$ cat config.mk
export PLATFORM = sky130hd
export DESIGN_NAME = uart_tx_param
export DESIGN_NICKNAME = d
export VERILOG_FILES = /design/src/rtl/uart_pkg.sv /design/src/rtl/uart_baud_tick.sv /design/src/rtl/uart_tx_param.sv
export SDC_FILE = /design/constraint.sdc
export NUM_CORES = 1
export LEC_CHECK = 0
export ABC_CLOCK_PERIOD_IN_PS = 4200
export BUFFER_PORTS_ARGS = -buffer_cell sky130_fd_sc_hd__buf_2
export CORE_ASPECT_RATIO = 0.9
export CORE_MARGIN = 3
export CORE_UTILIZATION = 40
export CTS_CLUSTER_SIZE = 12
export DETAILED_ROUTE_END_ITERATION = 8
export SYNTH_ARGS = -nofsm -noshare
export SYNTH_HDL_FRONTEND = slang
export SYNTH_SLANG_ARGS = --single-unit
$ cat constraint.sdc
create_clock -name tx_clk -period 4.2 [get_ports tx_clk]
set_input_delay 0.84 -clock tx_clk [delete_from_list [all_inputs] [get_ports tx_clk]]
set_output_delay 0.84 -clock tx_clk [all_outputs]
set_load 0.01 [all_outputs]
$ cat src/rtl/uart_pkg.sv
// Shared UART definitions: gray-coded FSM states and parity-sense constants,
// used by both the transmitter and the receiver.
package uart_pkg;

  // Adjacent states differ in one bit along the normal frame path.
  localparam logic [2:0] ST_IDLE   = 3'b000;
  localparam logic [2:0] ST_START  = 3'b001;
  localparam logic [2:0] ST_DATA   = 3'b011;
  localparam logic [2:0] ST_PARITY = 3'b010;
  localparam logic [2:0] ST_STOP   = 3'b110;

  typedef enum logic [2:0] {
    IDLE   = ST_IDLE,
    START  = ST_START,
    DATA   = ST_DATA,
    PARITY = ST_PARITY,
    STOP   = ST_STOP
  } uart_state_e;

  localparam logic PAR_EVEN = 1'b0;
  localparam logic PAR_ODD  = 1'b1;

endpackage

$ cat src/rtl/uart_baud_tick.sv
// Baud divider: pulses bit_end on the last clock of each CLKS_PER_BIT-clock
// bit period. restart aligns a fresh period to the next clock.
module uart_baud_tick #(
  parameter int CLKS_PER_BIT = 16
) (
  input  logic clk,
  input  logic rst_n,
  input  logic restart,
  input  logic en,
  output logic bit_end
);

  localparam int CW = (CLKS_PER_BIT > 1) ? $clog2(CLKS_PER_BIT) : 1;
  localparam logic [CW-1:0] RELOAD = CW'(CLKS_PER_BIT - 1);

  logic [CW-1:0] cnt;

  // A restart cycle belongs to no bit, so it never ends one.
  assign bit_end = en && !restart && (cnt == '0);

  // Down-counter reloads at zero; never wraps past its terminal value.
  always_ff @(posedge clk or negedge rst_n) begin
    if (!rst_n)       cnt <= '0;
    else if (restart) cnt <= RELOAD;
    else if (en)      cnt <= (cnt == '0) ? RELOAD : cnt - 1'b1;
  end

endmodule

$ cat src/rtl/uart_tx_param.sv
// Parametrised UART transmitter: start, DATA_W bits LSB-first, optional
// parity, 1 or 2 stop bits, one word per valid/ready handshake.
module uart_tx_param
  import uart_pkg::*;
#(
  parameter int DATA_W       = 8,
  parameter int PARITY_EN    = 0,
  parameter int PARITY_ODD   = 0,
  parameter int STOP_BITS    = 1,
  parameter int CLKS_PER_BIT = 16
) (
  input  logic              tx_clk,
  input  logic              reset_n,
  input  logic              tx_valid,
  input  logic [DATA_W-1:0] tx_data,
  output logic              tx_ready,
  output logic              tx_busy,
  output logic              tx_done,
  output logic              tx
);

  localparam int BCW = $clog2(DATA_W);
  localparam logic [BCW-1:0] LAST_BIT  = BCW'(DATA_W - 1);
  localparam logic           LAST_STOP = 1'(STOP_BITS - 1);
  localparam logic           PAR_SENSE = (PARITY_ODD != 0) ? PAR_ODD : PAR_EVEN;

  if (DATA_W < 5 || DATA_W > 9) begin : g_bad_data_w
    $error("uart_tx_param: DATA_W must be 5..9");
  end
  if (STOP_BITS != 1 && STOP_BITS != 2) begin : g_bad_stop
    $error("uart_tx_param: STOP_BITS must be 1 or 2");
  end
  if (CLKS_PER_BIT < 1) begin : g_bad_cpb
    $error("uart_tx_param: CLKS_PER_BIT must be >= 1");
  end
  if (PARITY_EN < 0 || PARITY_EN > 1 || PARITY_ODD < 0 || PARITY_ODD > 1) begin : g_bad_par
    $error("uart_tx_param: PARITY_EN/PARITY_ODD must be 0 or 1");
  end

  uart_state_e       state;
  logic [DATA_W-1:0] shift_reg;
  logic [BCW-1:0]    bit_cnt;
  logic              stop_cnt;
  logic              parity;
  logic              accept;
  logic              bit_end;

  assign accept = (state == IDLE) && tx_valid && tx_ready;

  uart_baud_tick #(.CLKS_PER_BIT(CLKS_PER_BIT)) u_baud (
    .clk     (tx_clk),
    .rst_n   (reset_n),
    .restart (accept),
    .en      (state != IDLE),
    .bit_end (bit_end)
  );

  // Frame sequencer; every output is registered so tx is glitch-free.
  always_ff @(posedge tx_clk or negedge reset_n) begin
    if (!reset_n) begin
      state     <= IDLE;
      tx        <= 1'b1;
      tx_ready  <= 1'b1;
      tx_busy   <= 1'b0;
      tx_done   <= 1'b0;
      shift_reg <= '0;
      bit_cnt   <= '0;
      stop_cnt  <= 1'b0;
      parity    <= 1'b0;
    end else begin
      tx_done <= 1'b0;
      case (state)
        IDLE: begin
          if (accept) begin
            shift_reg <= tx_data;
            parity    <= (^tx_data) ^ PAR_SENSE;
            bit_cnt   <= '0;
            stop_cnt  <= 1'b0;
            state     <= START;
            tx        <= 1'b0;
            tx_ready  <= 1'b0;
            tx_busy   <= 1'b1;
          end
        end
        START: begin
          if (bit_end) begin
            state <= DATA;
            tx    <= shift_reg[0];
          end
        end
        DATA: begin
          if (bit_end) begin
            if (bit_cnt == LAST_BIT) begin
              if (PARITY_EN != 0) begin
                state <= PARITY;
                tx    <= parity;
              end else begin
                state <= STOP;
                tx    <= 1'b1;
              end
            end else begin
              bit_cnt   <= bit_cnt + 1'b1;
              shift_reg <= shift_reg >> 1;
              tx        <= shift_reg[1];
            end
          end
        end
        PARITY: begin
          if (bit_end) begin
            state <= STOP;
            tx    <= 1'b1;
          end
        end
        STOP: begin
          if (bit_end) begin
            if (stop_cnt == LAST_STOP) begin
              state    <= IDLE;
              tx_done  <= 1'b1;
              tx_ready <= 1'b1;
              tx_busy  <= 1'b0;
            end else begin
              stop_cnt <= 1'b1;
            end
          end
        end
        default: begin
          state    <= IDLE;
          tx       <= 1'b1;
          tx_ready <= 1'b1;
          tx_busy  <= 1'b0;
        end
      endcase
    end
  end

endmodule

==> impl_metrics.json, run 1 <==
{
  "clockBufferDepth": 2,
  "hold_buffers": 0,
  "drive_above_1_share": 0.330,
  "synth_seq_cells": 22,
  "synth_commonest_cells": "dfrtp_1 (20), mux2_2 (14), inv_1 (8)",
  "core-area_um2": 2590,
  "yosys.area.top_type": "dfrtp_1",
  "vias": 809,
  "synthDominantCellAreaShare": 0.431,
  "grt_max_degree": 23,
  "clock.fmax_mhz": 434,
  "cts_resized": 0,
  "required_ns": 4.39,
  "fin_tns_setup_ns": 0,
  "grt-ovfl-total": 0,
  "drtPass1Iterations": 4,
  "multi_input_area_um2": 557,
  "place_inst": 149,
  "die_w_um": 62.8,
  "wirelength_mm": 2.12,
  "final-setup-viol-count": 0,
  "netlist_instances": 102,
  "seqCellArea_um2": 553,
  "grt_antenna_before_repair": 0,
  "syn_area_per_cell_um2": 11.4,
  "critical_path_class": "reg2reg",
  "fin_crit_sh": 0.548,
  "cp.arrival_ns": 2.50,
  "maxCapViolations": 0,
  "startpoint_type": "register",
  "drc": 0,
  "vdd_ir_drop_max_mv": 0.149,
  "ios": 15,
  "synth_area_um2": 1160,
  "synth-main-ff-cell": "dfrtp_1",
  "chipHeight_um": 57.1,
  "crit_path_end_kind": "register",
  "place.gp.congestion": 0.785,
  "critPathMaxFanout": 10,
  "grt_use_total": 0.126,
  "clkSinkCount": 22,
  "synth.distinct_cells": 35,
  "wl_per_cell_um": 13.9,
  "cts_root_buf": "clkbuf_4",
  "tritoncts": "built",
  "syn_to_final_growth_pct": 11.5,
  "largest_register_ffs": 8,
  "dpl_cell_area_um2": 1260,
  "drt_iter0_drc": 16,
  "fin_nets": 130,
  "htreeDepth": 1,
  "fin_crit_ns": 2.30,
  "grt_pass1_vias": 749,
  "synth-async-reset-ratio": 1.00,
  "yosysMostFrequentCell": "dfrtp_1",
  "port_buffers": 14,
  "hold_violations": 0,
  "design_area_um2": 1290,
  "status": "finished, final reports clean",
  "hpwl_mm": 1.58,
  "hp-class": "in2async",
  "slew_violations": 0,
  "antenna_left": 0,
  "syn_nets": 116,
  "hold_slack_ns": 0.473,
  "leakagePower_nw": 0.567,
  "finish.utilization": 0.499,
  "grt_first_pass_wirelength_mm": 3.59,
  "fillerInstances": 257,
  "synth_warnings": 0,
  "synth-edff-count": 0,
  "finClkSkew_ns": 0.00410,
  "rsz0062_at_grt": "no",
  "ys_seq_area_frac": 0.477,
  "antennaDiodeCount": 0,
  "vias_per_cell": 5.29,
  "start_util": 0.447,
  "die_area_um2": 3580,
  "power_density_nw_per_um2": 258,
  "cts_buffers": 3,
  "synthTopCellsByArea": "dfrtp_1 (43%), mux2_2 (14%), dfstp_2 (4.5%)",
  "fin_cells": 153,
  "clk_pin_slew_worst_paths_ns": 0.12,
  "post_cts_buffers": 0,
  "slew_headroom": 0.198,
  "tightest_slew_ns": 1.17,
  "worstSkewPairLatency_ns": 0.30,
  "std_cell_rows": 17
}
[per-stage QoR]
| step | power (mW) | setup slack (ns) |
|---|---|---|
| global route | 0.353 | 1.81 |
| CTS | 0.341 | 1.90 |
| floorplan | 0.216 | 2.15 |
| global placement | 0.225 | 1.75 |
| detailed placement | 0.225 | 1.76 |
| finish | 0.333 | 1.90 |
[power breakdown]
part           internal, mW  total (mW)  switching, mW
sequential            0.212       0.212              0
combinational       0.00341     0.00849        0.00508
clock                0.0528       0.113         0.0600
[cells by family (layout without fill, tap and decap cells)]
logic type      after synthesis  after routing  share of synthesized area
buf+inv                      13             26                     0.0431
compound gates               25             25                      0.165
fa+ha+maj                     3              3                     0.0324
simple gates                 23             23                      0.128
flops                        22             22                      0.477
mux                          16             16                      0.154
[per-layer routing]
layer | share of wire | GRT usage
met3 | 0.032 | 0.0374
met1 | 0.51 | 0.179
met4 | 0.0085 | 0.0189
met5 | 0 | 0
met2 | 0.45 | 0.196
[worst paths after layout]
check                                   start             to  slack, ns  cells past startpoint
min in group tx_clk                bit_cnt[0]     bit_cnt[0]       0.49                      1
worst max register to register  u_baud.cnt[0]   shift_reg[4]       1.90                      5
max in group asynchronous             reset_n             tx       3.38                      1
worst max-delay path            u_baud.cnt[0]   shift_reg[4]       1.90                      5
worst min-delay path                  reset_n  u_baud.cnt[3]       0.47                      1
worst min register to register     bit_cnt[0]     bit_cnt[0]       0.49                      1
[layout make-up]
| class | count | area share |
|---|---|---|
| inverters | 8 | 0.0232 |
| clock buffers | 4 | 0.0280 |
| well taps | 38 | 0.0368 |
| flip-flops and latches | 22 | 0.427 |
| multi-input cells | 67 | 0.430 |
| repair buffers | 14 | 0.0542 |
[critical path, cell delays in order, from the launching register on]
cell and delay [ns]:
dfrtp_1 0.41, inv_1 0.10, ha_1 0.22, or3b_1 0.51, o32ai_4 0.56, mux2_2 0.40
[layout by cell type, fill, tap and decap left out, types with 2 or more instances in the layout]
master / Yosys / final
nor3b_1: 4 / 4
nand2_1: 2 / 2
nand3b_1: 2 / 2
inv_1: 8 / 8
buf_2: 1 / 14
or2_2: 2 / 2
ha_1: 3 / 3
a31oi_1: 2 / 2
nor3_1: 5 / 5
o21ai_0: 4 / 4
nor2_1: 2 / 2
dfstp_2: 2 / 2
mux2_2: 14 / 14
o2bb2ai_1: 3 / 3
a21oi_1: 5 / 5
clkbuf_4: 0 / 3
dfrtp_1: 20 / 20
o31ai_1: 2 / 2
Power figures use the tool's default switching activity.
==> run 2, diff against run 1 <==
--- a/config.mk
+++ b/config.mk
@@ -5,7 +5,7 @@
 export SDC_FILE = /design/constraint.sdc
 export NUM_CORES = 1
 export LEC_CHECK = 0
-export ABC_CLOCK_PERIOD_IN_PS = 4200
+export ABC_CLOCK_PERIOD_IN_PS = 2260
 export BUFFER_PORTS_ARGS = -buffer_cell sky130_fd_sc_hd__buf_2
 export CORE_ASPECT_RATIO = 0.9
 export CORE_MARGIN = 3
==> constraint.sdc (replaced) <==
create_clock -name tx_clk -period 2.26 [get_ports tx_clk]
set_input_delay 0.452 -clock tx_clk [delete_from_list [all_inputs] [get_ports tx_clk]]
set_output_delay 0.452 -clock tx_clk [all_outputs]
set_load 0.01 [all_outputs]
==> run 2 against run 1 <==
Effect of this change:
- global-route usage grew 1.9 points
- clock power increased by 97%
- routed wire length is 6.9% higher
- critical path depth did not move
- design area rose by 4.1%
- power rose by 90%
- hold slack got worse by 0.39 ns
- register-to-register slack got worse by 1.7 ns
- largest cell class unchanged
==> impl_metrics.json, run 2 (synthesized netlist as in run 1, its figures left out) <==
{
  "dp_slack_ns": 0.103,
  "critical_path_class": "reg2reg",
  "std_cell_rows": 17,
  "required_ns": 2.47,
  "clockBufferDepth": 2,
  "finClkSkew_ns": 0.00493,
  "fin_crit_sh": 0.929,
  "dpl_cell_area_um2": 1310,
  "htreeDepth": 1,
  "hold_violations": 0,
  "drtPass1Iterations": 4,
  "clkSinkCount": 22,
  "drive_above_1_share": 0.369,
  "final_cell_mix": "dfrtp_1 (20), mux2_2 (14), buf_2 (14)",
  "pwr-share-clk": 0.352,
  "worstSkewPairLatency_ns": 0.31,
  "seq_power_share": 0.622,
  "final-setup-viol-count": 0,
  "slew_violations": 0,
  "syn_to_final_growth_pct": 16.1,
  "finish.utilization": 0.519,
  "drc": 0,
  "intPower_uw": 499,
  "grt_max_degree": 23,
  "hpwl_mm": 1.65,
  "critPathMaxFanout": 9,
  "core-area_um2": 2590,
  "clock.fmax_mhz": 476,
  "grt-ovfl-total": 0,
  "mostFrequentLayoutCell": "dfrtp_1",
  "cts_resized": 0,
  "power_switching_uw": 134,
  "startpoint_type": "register",
  "tritoncts": "built",
  "grt_antenna_before_repair": 0,
  "place_inst": 156,
  "rsz0062_at_grt": "no",
  "clk_pin_slew_worst_paths_ns": 0.13,
  "vdd_ir_drop_max_mv": 0.434,
  "cts_root_buf": "clkbuf_4",
  "grt_first_pass_wirelength_mm": 4.08,
  "setup_ws_ns": 0.159,
  "start_util": 0.447,
  "hp-class": "in2async",
  "die_area_um2": 3580,
  "grt_use_total": 0.145,
  "design_area_um2": 1350,
  "die_w_um": 62.8,
  "vias": 854,
  "maxCapViolations": 0,
  "leakagePower_nw": 0.603,
  "cp.arrival_ns": 2.31,
  "antenna_left": 0,
  "chipHeight_um": 57.1,
  "wl_per_cell_um": 14.2,
  "vias_per_cell": 5.34,
  "post_cts_buffers": 0,
  "slew_headroom": 0.589,
  "fin_nets": 137,
  "swShare": 0.212,
  "grt_pass1_vias": 864,
  "fin_crit_ns": 2.10,
  "fin_cells": 160,
  "crit_path_end_kind": "register",
  "drt_iter0_drc": 25,
  "ios": 15,
  "cts_buffers": 3,
  "port_buffers": 14,
  "place.gp.congestion": 0.745,
  "tightest_slew_ns": 0.612,
  "wirelength_mm": 2.27,
  "pwr-share-comb": 0.026,
  "fin_tns_setup_ns": 0,
  "antennaDiodeCount": 0,
  "largest_register_ffs": 8,
  "power_density_nw_per_um2": 470,
  "status": "finished, final reports clean"
}
-- run 2: worst paths after layout --
path,startpoint,slack [ns],to,cells after the start
max in group asynchronous,reset_n,1.82,tx,1
worst min register to register,shift_reg[6],0.50,shift_reg[6],1
worst max register to register,u_baud.cnt[0],0.16,shift_reg[0],5
worst max-delay path,u_baud.cnt[0],0.16,shift_reg[0],5
min in group tx_clk,tx_data[7],0.36,shift_reg[7],2
worst min-delay path,reset_n,0.09,state[0],1
-- run 2: worst max-delay path, stage by stage, from the launching register on --
cell and delay, ns:
dfrtp_1 0.41, inv_1 0.09, ha_1 0.22, or3b_1 0.42
o32ai_4 0.45, mux2_2 0.39
-- run 2: routing by layer --
layer	wire length, um	GRT usage	vias to the layer above
met2	1100	0.248	12
met5	0	0	-
met1	1080	0.182	417
met4	19	0.0377	0
li1	-	-	423
met3	69	0.0433	2
-- run 2: final cells by class --
cell class / instances / area (um2)
Clock buffer: 4 / 36.3
Fill cell: 252 / 1250
Inverter: 8 / 30.0
Multi-Input combinational cell: 67 / 557
Sequential cell: 22 / 553
Tap cell: 38 / 47.5
Timing Repair Buffer: 21 / 123
-- run 2: power groups by stage --
stage	clock network [mW]	logic, mW	registers [mW]
final	0.223	0.0163	0.394
after global routing	0.255	0.0192	0.394
after CTS	0.232	0.0174	0.394
after detailed placement	0	0.0173	0.401
after global placement	0	0.0169	0.401
after floorplan	0	0.000402	0.401
-- run 2: through the flow --
| step | hold slack, ns | power, mW |
|---|---|---|
| finish | 0.0863 | 0.633 |
| detailed placement | 0.454 | 0.418 |
| floorplan | 0.156 | 0.402 |
| CTS | 0.102 | 0.643 |
| global route | 0.0977 | 0.668 |
| global placement | 0.450 | 0.418 |
-- run 2: what timing repair did --
action                                  4_1_cts  5_1_grt
endpoints found under the hold margin         0        0
hold buffers                                  0        0
endpoints found under the setup margin        0        5
==> run 3, diff against run 2 <==
--- a/config.mk
+++ b/config.mk
@@ -5,7 +5,7 @@
 export SDC_FILE = /design/constraint.sdc
 export NUM_CORES = 1
 export LEC_CHECK = 0
-export ABC_CLOCK_PERIOD_IN_PS = 2260
+export ABC_CLOCK_PERIOD_IN_PS = 1890
 export BUFFER_PORTS_ARGS = -buffer_cell sky130_fd_sc_hd__buf_2
 export CORE_ASPECT_RATIO = 0.9
 export CORE_MARGIN = 3
==> constraint.sdc (replaced) <==
create_clock -name tx_clk -period 1.89 [get_ports tx_clk]
set_input_delay 0.378 -clock tx_clk [delete_from_list [all_inputs] [get_ports tx_clk]]
set_output_delay 0.378 -clock tx_clk [all_outputs]
set_load 0.01 [all_outputs]
==> run 3 against run 2 <==
Effect of this change:
- worst setup slack got worse by 0.12 ns
- clock skew is 0.0034 ns higher
- critical path depth is 1 higher
- hold slack worse by 0.080 ns
- register-to-register slack lost 0.12 ns
- largest cell class unchanged
- highest routed layer unchanged
==> impl_metrics.json, run 3 (synthesized netlist as in run 1, its figures left out) <==
{
  "status": "finished, final reports clean",
  "clk_pin_slew_worst_paths_ns": 0.13,
  "seqCellArea_um2": 553,
  "clkSinkCount": 22,
  "hold_violations": 0,
  "pwr-share-clk": 0.425,
  "seq_power_share": 0.553,
  "vias_per_cell": 5.15,
  "power_switching_uw": 159,
  "drt_iter0_drc": 27,
  "die_area_um2": 3580,
  "wirelength_mm": 2.43,
  "antennaDiodeCount": 0,
  "clockBufferDepth": 2,
  "vdd_ir_drop_max_mv": 0.379,
  "syn_to_final_growth_pct": 27.6,
  "grt_first_pass_wirelength_mm": 4.11,
  "clock.fmax_mhz": 540,
  "worstSkewPairLatency_ns": 0.31,
  "setup_ws_ns": 0.0397,
  "grt_antenna_before_repair": 0,
  "r2r_slack_ns": 0.04,
  "hp-class": "in2async",
  "slowest_stage": "dfrtp_1",
  "htreeDepth": 1,
  "start_util": 0.447,
  "startpoint_type": "register",
  "slew_violations": 0,
  "crit_chain": "inv_2 > ha_4 > or3b_4 > o32ai_4 > buf_12 > mux2_2",
  "dp_slack_ns": -0.0466,
  "drive_above_1_share": 0.447,
  "swShare": 0.186,
  "grt_pass1_vias": 874,
  "die_w_um": 62.8,
  "antenna_left": 0,
  "tritoncts": "built",
  "cts_root_buf": "clkbuf_4",
  "hpwl_mm": 1.74,
  "final_cell_mix": "dfrtp_1 (20), buf_4 (16), buf_2 (14)",
  "crit_path_end_kind": "register",
  "drtPass1Iterations": 4,
  "maxCapViolations": 0,
  "std_cell_rows": 17,
  "critPathMaxFanout": 8,
  "ios": 15,
  "critical_path_class": "reg2reg",
  "fillerInstances": 250,
  "cp_slowest_stage_delay_ns": 0.41,
  "drc": 0,
  "largest_register_ffs": 8,
  "power_density_nw_per_um2": 575,
  "tightest_slew_ns": 0.488,
  "place.gp.congestion": 0.744,
  "port_buffers": 14,
  "wl_per_cell_um": 14.3,
  "grt-ovfl-total": 0,
  "leakagePower_nw": 0.669,
  "hold_buffers": 0,
  "finish.utilization": 0.570,
  "finClkSkew_ns": 0.00830,
  "core-area_um2": 2590,
  "multi_input_area_um2": 587,
  "rsz0062_at_grt": "yes",
  "final-setup-viol-count": 0,
  "grt_max_degree": 23,
  "fin_nets": 147,
  "chipHeight_um": 57.1,
  "worst-path-buf-inv": 2,
  "required_ns": 2.10,
  "finalPower_uw": 852,
  "mostFrequentLayoutCell": "dfrtp_1",
  "cpLargestDelayFamily": "flip-flops",
  "pwr-share-comb": 0.023,
  "fin_crit_sh": 0.979,
  "fin_crit_ns": 1.85,
  "grt_use_total": 0.147,
  "slew_headroom": 0.674,
  "cp.arrival_ns": 2.06,
  "vias": 875,
  "cts_buffers": 3,
  "intPower_uw": 693
}
run 3: changes by cell type in the layout (fill, tap and decap cells not counted), sizes merged:
cell	delta
bufinv	+1
buf	+10
clkbuf	-1
run 3: worst paths after layout:
check / startpoint / endpoint / cells past startpoint
setup / recovery: u_baud.cnt[1] / shift_reg[4] / 6
hold / removal: reset_n / state[2] / 1
setup reg to reg: u_baud.cnt[1] / shift_reg[4] / 6
hold reg to reg: bit_cnt[0] / bit_cnt[0] / 1
max in group asynchronous: reset_n / tx / 1
min in group tx_clk: tx_data[7] / shift_reg[7] / 2
run 3: through the flow:
stage	cells	instance area [um2]	TNS, ns	hold slack (ns)
2_1_floorplan	102	1180	-0.815	0.0824
3_5_place_dp	164	1400	-0.205	0.376
4_1_cts	170	1470	0	0.0125
3_3_place_gp	164	1400	-0.0112	0.374
6_report	170	1480	0	0.00640
5_1_grt	170	1480	-0.00446	0.0144
run 3: layer usage:
metal	vias up	part of all wire	GRT usage
met2	10	0.45	0.228
met3	4	0.029	0.0374
met4	0	0.014	0.0566
met5	-	0	0
li1	438	-	-
met1	423	0.50	0.198
run 3: repair_timing:
| item | in CTS | in global routing |
|---|---|---|
| hold endpoints to repair | 0 | 0 |
| buffers inserted | 2 | 0 |
| setup endpoints to repair | 7 | 3 |
| pin swaps | 2 | 0 |
| gates resized for setup | 2 | 3 |
run 3: cell type report:
| class | instances | share of cell area |
|---|---|---|
| multi-input cells | 67 | 0.396 |
| flip-flops and latches | 22 | 0.374 |
| repair buffers | 31 | 0.142 |
| well taps | 38 | 0.0321 |
| clock inverters | 1 | 0.0203 |
| inverters | 8 | 0.0203 |
| clock buffers | 3 | 0.0152 |
run 3: power by group through the flow:
stage               sequential [mW]  combinational, mW  clock (mW)
finish                        0.471             0.0192       0.362
global route                  0.471             0.0221       0.386
CTS                           0.471             0.0205       0.375
detailed placement            0.480             0.0204           0
global placement              0.480             0.0200           0
floorplan                     0.480           0.000481           0
